[src/rtl/riscv_pkg.sv]
// riscv_pkg: shared types, constants and negate helpers for the RV32M multiply/divide unit
package riscv_pkg;
  typedef enum logic [2:0] {
    OP_MUL    = 3'd0,
    OP_MULH   = 3'd1,
    OP_MULHSU = 3'd2,
    OP_MULHU  = 3'd3,
    OP_DIV    = 3'd4,
    OP_DIVU   = 3'd5,
    OP_REM    = 3'd6,
    OP_REMU   = 3'd7
  } muldiv_op_t;
  typedef enum logic [1:0] {
    IDLE = 2'd0,
    CALC = 2'd1,
    DONE = 2'd2
  } muldiv_state_t;
  localparam int MULDIV_ITER = 32;
  function automatic logic [31:0] cond_neg32(input logic [31:0] v, input logic n);
    return n ? ~v + 32'd1 : v;
  endfunction
  function automatic logic [63:0] cond_neg64(input logic [63:0] v, input logic n);
    return n ? ~v + 64'd1 : v;
  endfunction
endpackage

[src/rtl/muldiv_unit.sv]
// muldiv_unit: iterative RV32M multiply/divide, radix-2, 33-cycle start/done handshake.
// Define MULDIV_EARLY_OUT_EN to finish divide-by-zero, signed overflow and zero-operand multiplies in one cycle.
module muldiv_unit
  import riscv_pkg::*;
#(
  parameter int XLEN = 32
) (
  input  logic            clk,
  input  logic            rst_n,
  input  logic            start,
  input  logic [2:0]      funct3,
  input  logic [XLEN-1:0] rs1_data,
  input  logic [XLEN-1:0] rs2_data,
  input  logic [4:0]      rd_in,
  output logic            busy,
  output logic            done,
  output logic [XLEN-1:0] result,
  output logic [4:0]      rd_out
);
  muldiv_state_t state_q, state_d;
  muldiv_op_t    op_q, op_d, f;
  logic [31:0]   acc_q, acc_d, lo_q, lo_d, b_q, b_d, result_q, result_d, acc_s, lo_s, fin;
  logic [4:0]    rd_q, rd_d;
  logic [5:0]    cnt_q, cnt_d;
  logic          neg_q, neg_d, sa, sb, ge;
  logic [32:0]   sum, shifted;
  logic [63:0]   pre, fix;
  assign f       = muldiv_op_t'(funct3);
  assign sa      = f inside {OP_MULH, OP_MULHSU, OP_DIV, OP_REM};
  assign sb      = f inside {OP_MULH, OP_DIV, OP_REM};
  // Multiply: product lives in {acc, lo}, multiplier shifts out of lo. Divide: dividend shifts out of lo, quotient in.
  assign sum     = {1'b0, acc_q} + {1'b0, lo_q[0] ? b_q : 32'd0};
  assign shifted = {acc_q, lo_q[31]};
  assign ge      = shifted >= {1'b0, b_q};
  assign acc_s   = op_q[2] ? (ge ? shifted[31:0] - b_q : shifted[31:0]) : sum[32:1];
  assign lo_s    = op_q[2] ? {lo_q[30:0], ge} : {sum[0], lo_q[31:1]};
  assign pre     = op_q[2] ? {32'd0, op_q[1] ? acc_s : lo_s} : {acc_s, lo_s};
  assign fix     = cond_neg64(pre, neg_q);
  assign fin     = (op_q[2] || op_q == OP_MUL) ? fix[31:0] : fix[63:32];
`ifdef MULDIV_EARLY_OUT_EN
  logic dz, ovf, mz;
  assign dz  = funct3[2] && rs2_data == 32'd0;
  assign ovf = (f == OP_DIV || f == OP_REM) && rs1_data == 32'h8000_0000 && rs2_data == 32'hFFFF_FFFF;
  assign mz  = !funct3[2] && (rs1_data == 32'd0 || rs2_data == 32'd0);
`endif
  always_comb begin
    state_d  = state_q;
    op_d     = op_q;
    rd_d     = rd_q;
    result_d = result_q;
    acc_d    = acc_q;
    lo_d     = lo_q;
    b_d      = b_q;
    cnt_d    = cnt_q;
    neg_d    = neg_q;
    if (state_q == CALC) begin
      acc_d = acc_s;
      lo_d  = lo_s;
      cnt_d = cnt_q + 6'd1;
      if (cnt_q == 6'(MULDIV_ITER - 1)) begin
        result_d = fin;
        state_d  = DONE;
      end
    end else if (start) begin
      op_d    = f;
      rd_d    = rd_in;
      lo_d    = cond_neg32(rs1_data, sa && rs1_data[31]);
      b_d     = cond_neg32(rs2_data, sb && rs2_data[31]);
      acc_d   = 32'd0;
      cnt_d   = 6'd0;
      // A zero divisor leaves an all-ones quotient, so DIV/0 must not be negated.
      neg_d   = f == OP_REM ? rs1_data[31] :
                f == OP_DIV ? (rs1_data[31] ^ rs2_data[31]) && rs2_data != 32'd0 :
                (sa && rs1_data[31]) ^ (sb && rs2_data[31]);
      state_d = CALC;
`ifdef MULDIV_EARLY_OUT_EN
      if (dz || ovf || mz) begin
        state_d  = DONE;
        result_d = mz ? 32'd0 : dz ? (funct3[1] ? rs1_data : 32'hFFFF_FFFF) : (funct3[1] ? 32'd0 : 32'h8000_0000);
      end
`endif
    end else if (state_q == DONE) begin
      state_d = IDLE;
    end
  end
  always_ff @(posedge clk) begin
    if (!rst_n) begin
      state_q  <= IDLE;
      op_q     <= OP_MUL;
      rd_q     <= 5'd0;
      result_q <= 32'd0;
      acc_q    <= 32'd0;
      lo_q     <= 32'd0;
      b_q      <= 32'd0;
      cnt_q    <= 6'd0;
      neg_q    <= 1'b0;
    end else begin
      state_q  <= state_d;
      op_q     <= op_d;
      rd_q     <= rd_d;
      result_q <= result_d;
      acc_q    <= acc_d;
      lo_q     <= lo_d;
      b_q      <= b_d;
      cnt_q    <= cnt_d;
      neg_q    <= neg_d;
    end
  end
  assign busy   = state_q == CALC;
  assign done   = state_q == DONE;
  assign result = result_q;
  assign rd_out = rd_q;
endmodule

[config.mk]
export PLATFORM = sky130hd
export DESIGN_NAME = muldiv_unit
export DESIGN_NICKNAME = d
export VERILOG_FILES = /design/src/rtl/riscv_pkg.sv /design/src/rtl/muldiv_unit.sv
export SDC_FILE = /design/constraint.sdc
export NUM_CORES = 1
export LEC_CHECK = 0
export ABC_CLOCK_PERIOD_IN_PS = 5700
export CAP_MARGIN = 10
export CELL_PAD_IN_SITES_DETAIL_PLACEMENT = 0
export CELL_PAD_IN_SITES_GLOBAL_PLACEMENT = 1
export CORE_UTILIZATION = 45
export DETAILED_ROUTE_END_ITERATION = 8
export PLACE_DENSITY = 0.94
export SYNTH_ARGS = -nofsm -noshare
export SYNTH_HDL_FRONTEND = slang
export SYNTH_SLANG_ARGS = --single-unit
[constraint.sdc]
create_clock -name clk -period 5.7 [get_ports clk]
set_input_delay 0.57 -clock clk [delete_from_list [all_inputs] [get_ports clk]]
set_output_delay 0.57 -clock clk [all_outputs]
set_load 0.05 [all_outputs]
==> summary.md <==
| Metric | Value |
|---|---|
| NetSw | `0.00191 W` |
| CTS Buffer Depth | `2` |
| Largest net degree at the start of global routing | `93` |
| Die W | `186 um` |
| Slew headroom | `19.1%` |
| Worst clock skew | `14.2 ps` |
| CP Max Fanout | `14` |
| Final setup vio count | `0` |
| Sequential group share of total power | `26.6%` |
| Post-Syn Nets | `2278` |
| Pre-antenna DRT Iters | `6` |
| Leakage power | `6.81 nW` |
| F_max | `184 MHz` |
| Internal Pwr Total | `0.00240 W` |
| Max Slew Vio Count | `0` |
| Number of setup buffers added after CTS | `0` |
| Unrepaired setup endpoints after global routing | `no` |
| Vias in the first global route | `16400` |
| Io pins | `114` |
| Fin. Hold Viols | `0` |
| Hold Crit Class | `flop to flop` |
| Worst Max-Slew Pin Slew | `1210 ps` |
| Number of H-tree levels | `4` |
| Starting Density | `45.7%` |
| Worst-Skew Late Latency | `470 ps` |
| Synthesis-to-layout area growth | `16.0%` |
| Synthesis Warnings | `0` |
| Min Tclk post-route | `5450 ps` |
| CTS buffer count | `17` |
| DRT antenna net count | `0` |
| CTS tree | `yes` |
| Ys flop type | `dfxtp_1` |
| Peak supply drop | `0.237 mV` |
| Nets | `2366` |
| GRT overflow | `0` |
| Largest cells by area after synthesis | `dfxtp_1, a21oi_1, ha_1` |
| CTS Root Cell | `clkbuf_16` |
| Rows | `67` |
| Number of synthesized flops with an enable pin | `0` |
| Drt total wl | `68100 um` |
| Initial antenna violation count | `0` |
| P per Cell Area | `242 nW/um^2` |
| Final setup TNS | `0 ps` |
| Dominant cell type by area after synthesis | `dfxtp_1` |
| Crit path kind | `flop to flop` |
| GPL Wtd Cong | `1.08` |
| Per-cell routed wire length | `25.4 um` |
| Top cell type's share of synthesized area | `19.0%` |
| Seq/Total Area, Yosys | `19.0%` |
| WP data arrival | `5790 ps` |
| Combinational power share | `44.8%` |
| Share of layout cells above drive strength 1 | `9.49%` |
| DRT iter0 DRCs | `2137` |
| CP endpoint kind | `flop` |
| Async SR Flop Fraction | `0%` |
| HPWL after DPL | `53200 um` |
| CTS sink cnt | `145` |
| Nature of the critical path startpoint | `flop` |
| Worst reg-to-reg setup slack | `250 ps` |
| Hold WS | `454 ps` |
| Clk slew on worst S/H paths | `80 ps` |
| WP data required | `6050 ps` |
| Status | `complete, no violations` |
| Final Cycle Share | `95.5%` |
| Mapped cell area | `15300 um^2` |
| Total core area | `33500 um^2` |
| Via count | `17900` |
| DIE HEIGHT | `186 um` |
| Switch share | `44.4%` |
| Flop and latch count out of synthesis | `145` |
| Avg Cell Area, Syn | `7.18 um^2` |
| Global Route Usage Sum | `38.3%` |
| DRC Markers | `0` |
| Full die area | `34800 um^2` |
| Cells after synthesis | `2133` |
| Global-route wire length before repair | `102000 um` |
| Clock network power share | `28.6%` |
| PortBufs | `113` |
| Netlist cell types | `105` |
| DR vias/cell | `6.66` |
| Max-cap viol count | `0` |
-- registers in the layout (all words and copies together), names as in the netlist --
| register | flops |
|---|---|
| rd_out | 5 |
| cnt_q | 6 |
| result | 32 |
| acc_q | 32 |
| op_q | 3 |
| state_q | 2 |
| b_q | 32 |
| neg_q | 1 |
| lo_q | 32 |
-- cell families (layout without fill, tap and decap cells) --
logic type | after synthesis | after routing | synth area share (%)
buffers and inverters | 218 | 319 | 6.00
other | 0 | 1 | 0
AND/OR/NAND/NOR | 793 | 793 | 26.3
adder cells (fa/ha/maj) | 70 | 70 | 5.82
flip-flops | 145 | 145 | 19.0
multiplexers | 62 | 62 | 4.16
XOR/XNOR | 119 | 119 | 6.81
AO/OA/AOI/OAI | 726 | 726 | 32.0
-- cells in the mapped netlist (14+ instances only) --
library cell	n
xnor2_1	62
nand2_1	198
a21oi_1	215
xor2_1	57
nor4_1	23
nor2_1	210
nand3b_1	15
buf_2	18
a211oi_1	76
a31oi_1	25
inv_1	74
dfxtp_1	145
nor2b_1	29
ha_1	68
o211ai_1	18
a311oi_1	19
o21ai_0	120
and2_1	47
a21o_1	30
or3_1	26
o21a_1	20
o31ai_1	30
nand2b_1	16
mux2i_1	49
nor3_1	65
nand3_1	53
nand4_1	35
or2_2	14
clkbuf_1	103
-- power groups by stage --
stage,combinational (W),sequential [W],clock (W)
after floorplan,0.00118,0.00114,0
after global placement,0.00185,0.00116,0
after detailed placement,0.00185,0.00117,0
after CTS,0.00186,0.00114,0.00123
after global routing,0.00204,0.00115,0.00127
final,0.00193,0.00115,0.00123
-- per-layer routing --
metal | routed length [um] | share of wire [%] | up-vias | global-route usage [%]
met4 | 3630 | 5.3 | 0 | 18.6
met3 | 6910 | 10 | 205 | 7.49
met2 | 29400 | 43 | 1026 | 59.5
met1 | 28100 | 41 | 8530 | 50.8
met5 | 0 | 0 | - | 0
li1 | - | - | 8099 | -
-- final cells by class --
class	instances	area, um^2
Fill cell	3349	15800
Multi-Input combinational cell	1770	11500
Sequential cell	145	2910
Timing Repair Buffer	212	1910
Tap cell	448	561
Clock buffer	17	425
Inverter	75	283
Clock inverter	15	174
Antenna cell	1	2.50
-- critical path, cell delays in order (launching register included) --
cell       delay, ps
dfxtp_1          660
and2_1           210
ha_1             280
a21o_1           220
a31oi_1          510
a21oi_1          130
o21ai_0          710
nand3_1          310
or4b_2           790
or4_1            650
nor3_4           220
buf_4            170
a31oi_1          100
a2111oi_2        350
-- stage by stage --
| stage | total power (W) | setup slack (ps) | std cells | cell area (um^2) | util, % |
|---|---|---|---|---|---|
| 5_1_grt | 0.00446 | 101 | 2682 | 17800 | 53.0 |
| 4_1_cts | 0.00423 | 378 | 2682 | 17800 | 53.0 |
| 3_3_place_gp | 0.00301 | 323 | 2650 | 17200 | 51.2 |
| 6_report | 0.00431 | 254 | 2683 | 17800 | 53.0 |
| 2_1_floorplan | 0.00232 | 1190 | 2133 | 15300 | - |
| 3_5_place_dp | 0.00301 | 399 | 2650 | 17200 | 51.2 |
-- what timing repair did --
| item | 4_1_cts | 5_1_grt |
|---|---|---|
| endpoints found under the setup margin | 0 | 2 |
| hold endpoints to repair | 0 | 0 |
| gates resized for setup | 0 | 1 |
| hold buffers | 0 | 0 |
-- cell usage in the layout, fill, tap and decap left out, types with 62 or more instances in the layout --
master           Yosys  layout
a21oi_1            215     215
a211oi_1            76      76
nand2_1            198     198
xnor2_1             62      62
clkdlybuf4s50_1      0     112
inv_1               74      73
nor3_1              65      65
buf_4                4      96
o21ai_0            120     120
ha_1                68      68
dfxtp_1            145     143
nor2_1             210     209
-- path summary, 6_finish.rpt --
check	start	endpoint	cells after the start
hold / removal	result[29]	result[29]	2
hold reg to reg	result[29]	result[29]	2
setup reg to reg	lo_q[0]	result[28]	13
setup / recovery	lo_q[0]	result[28]	13
Power figures use the tool's default switching activity.
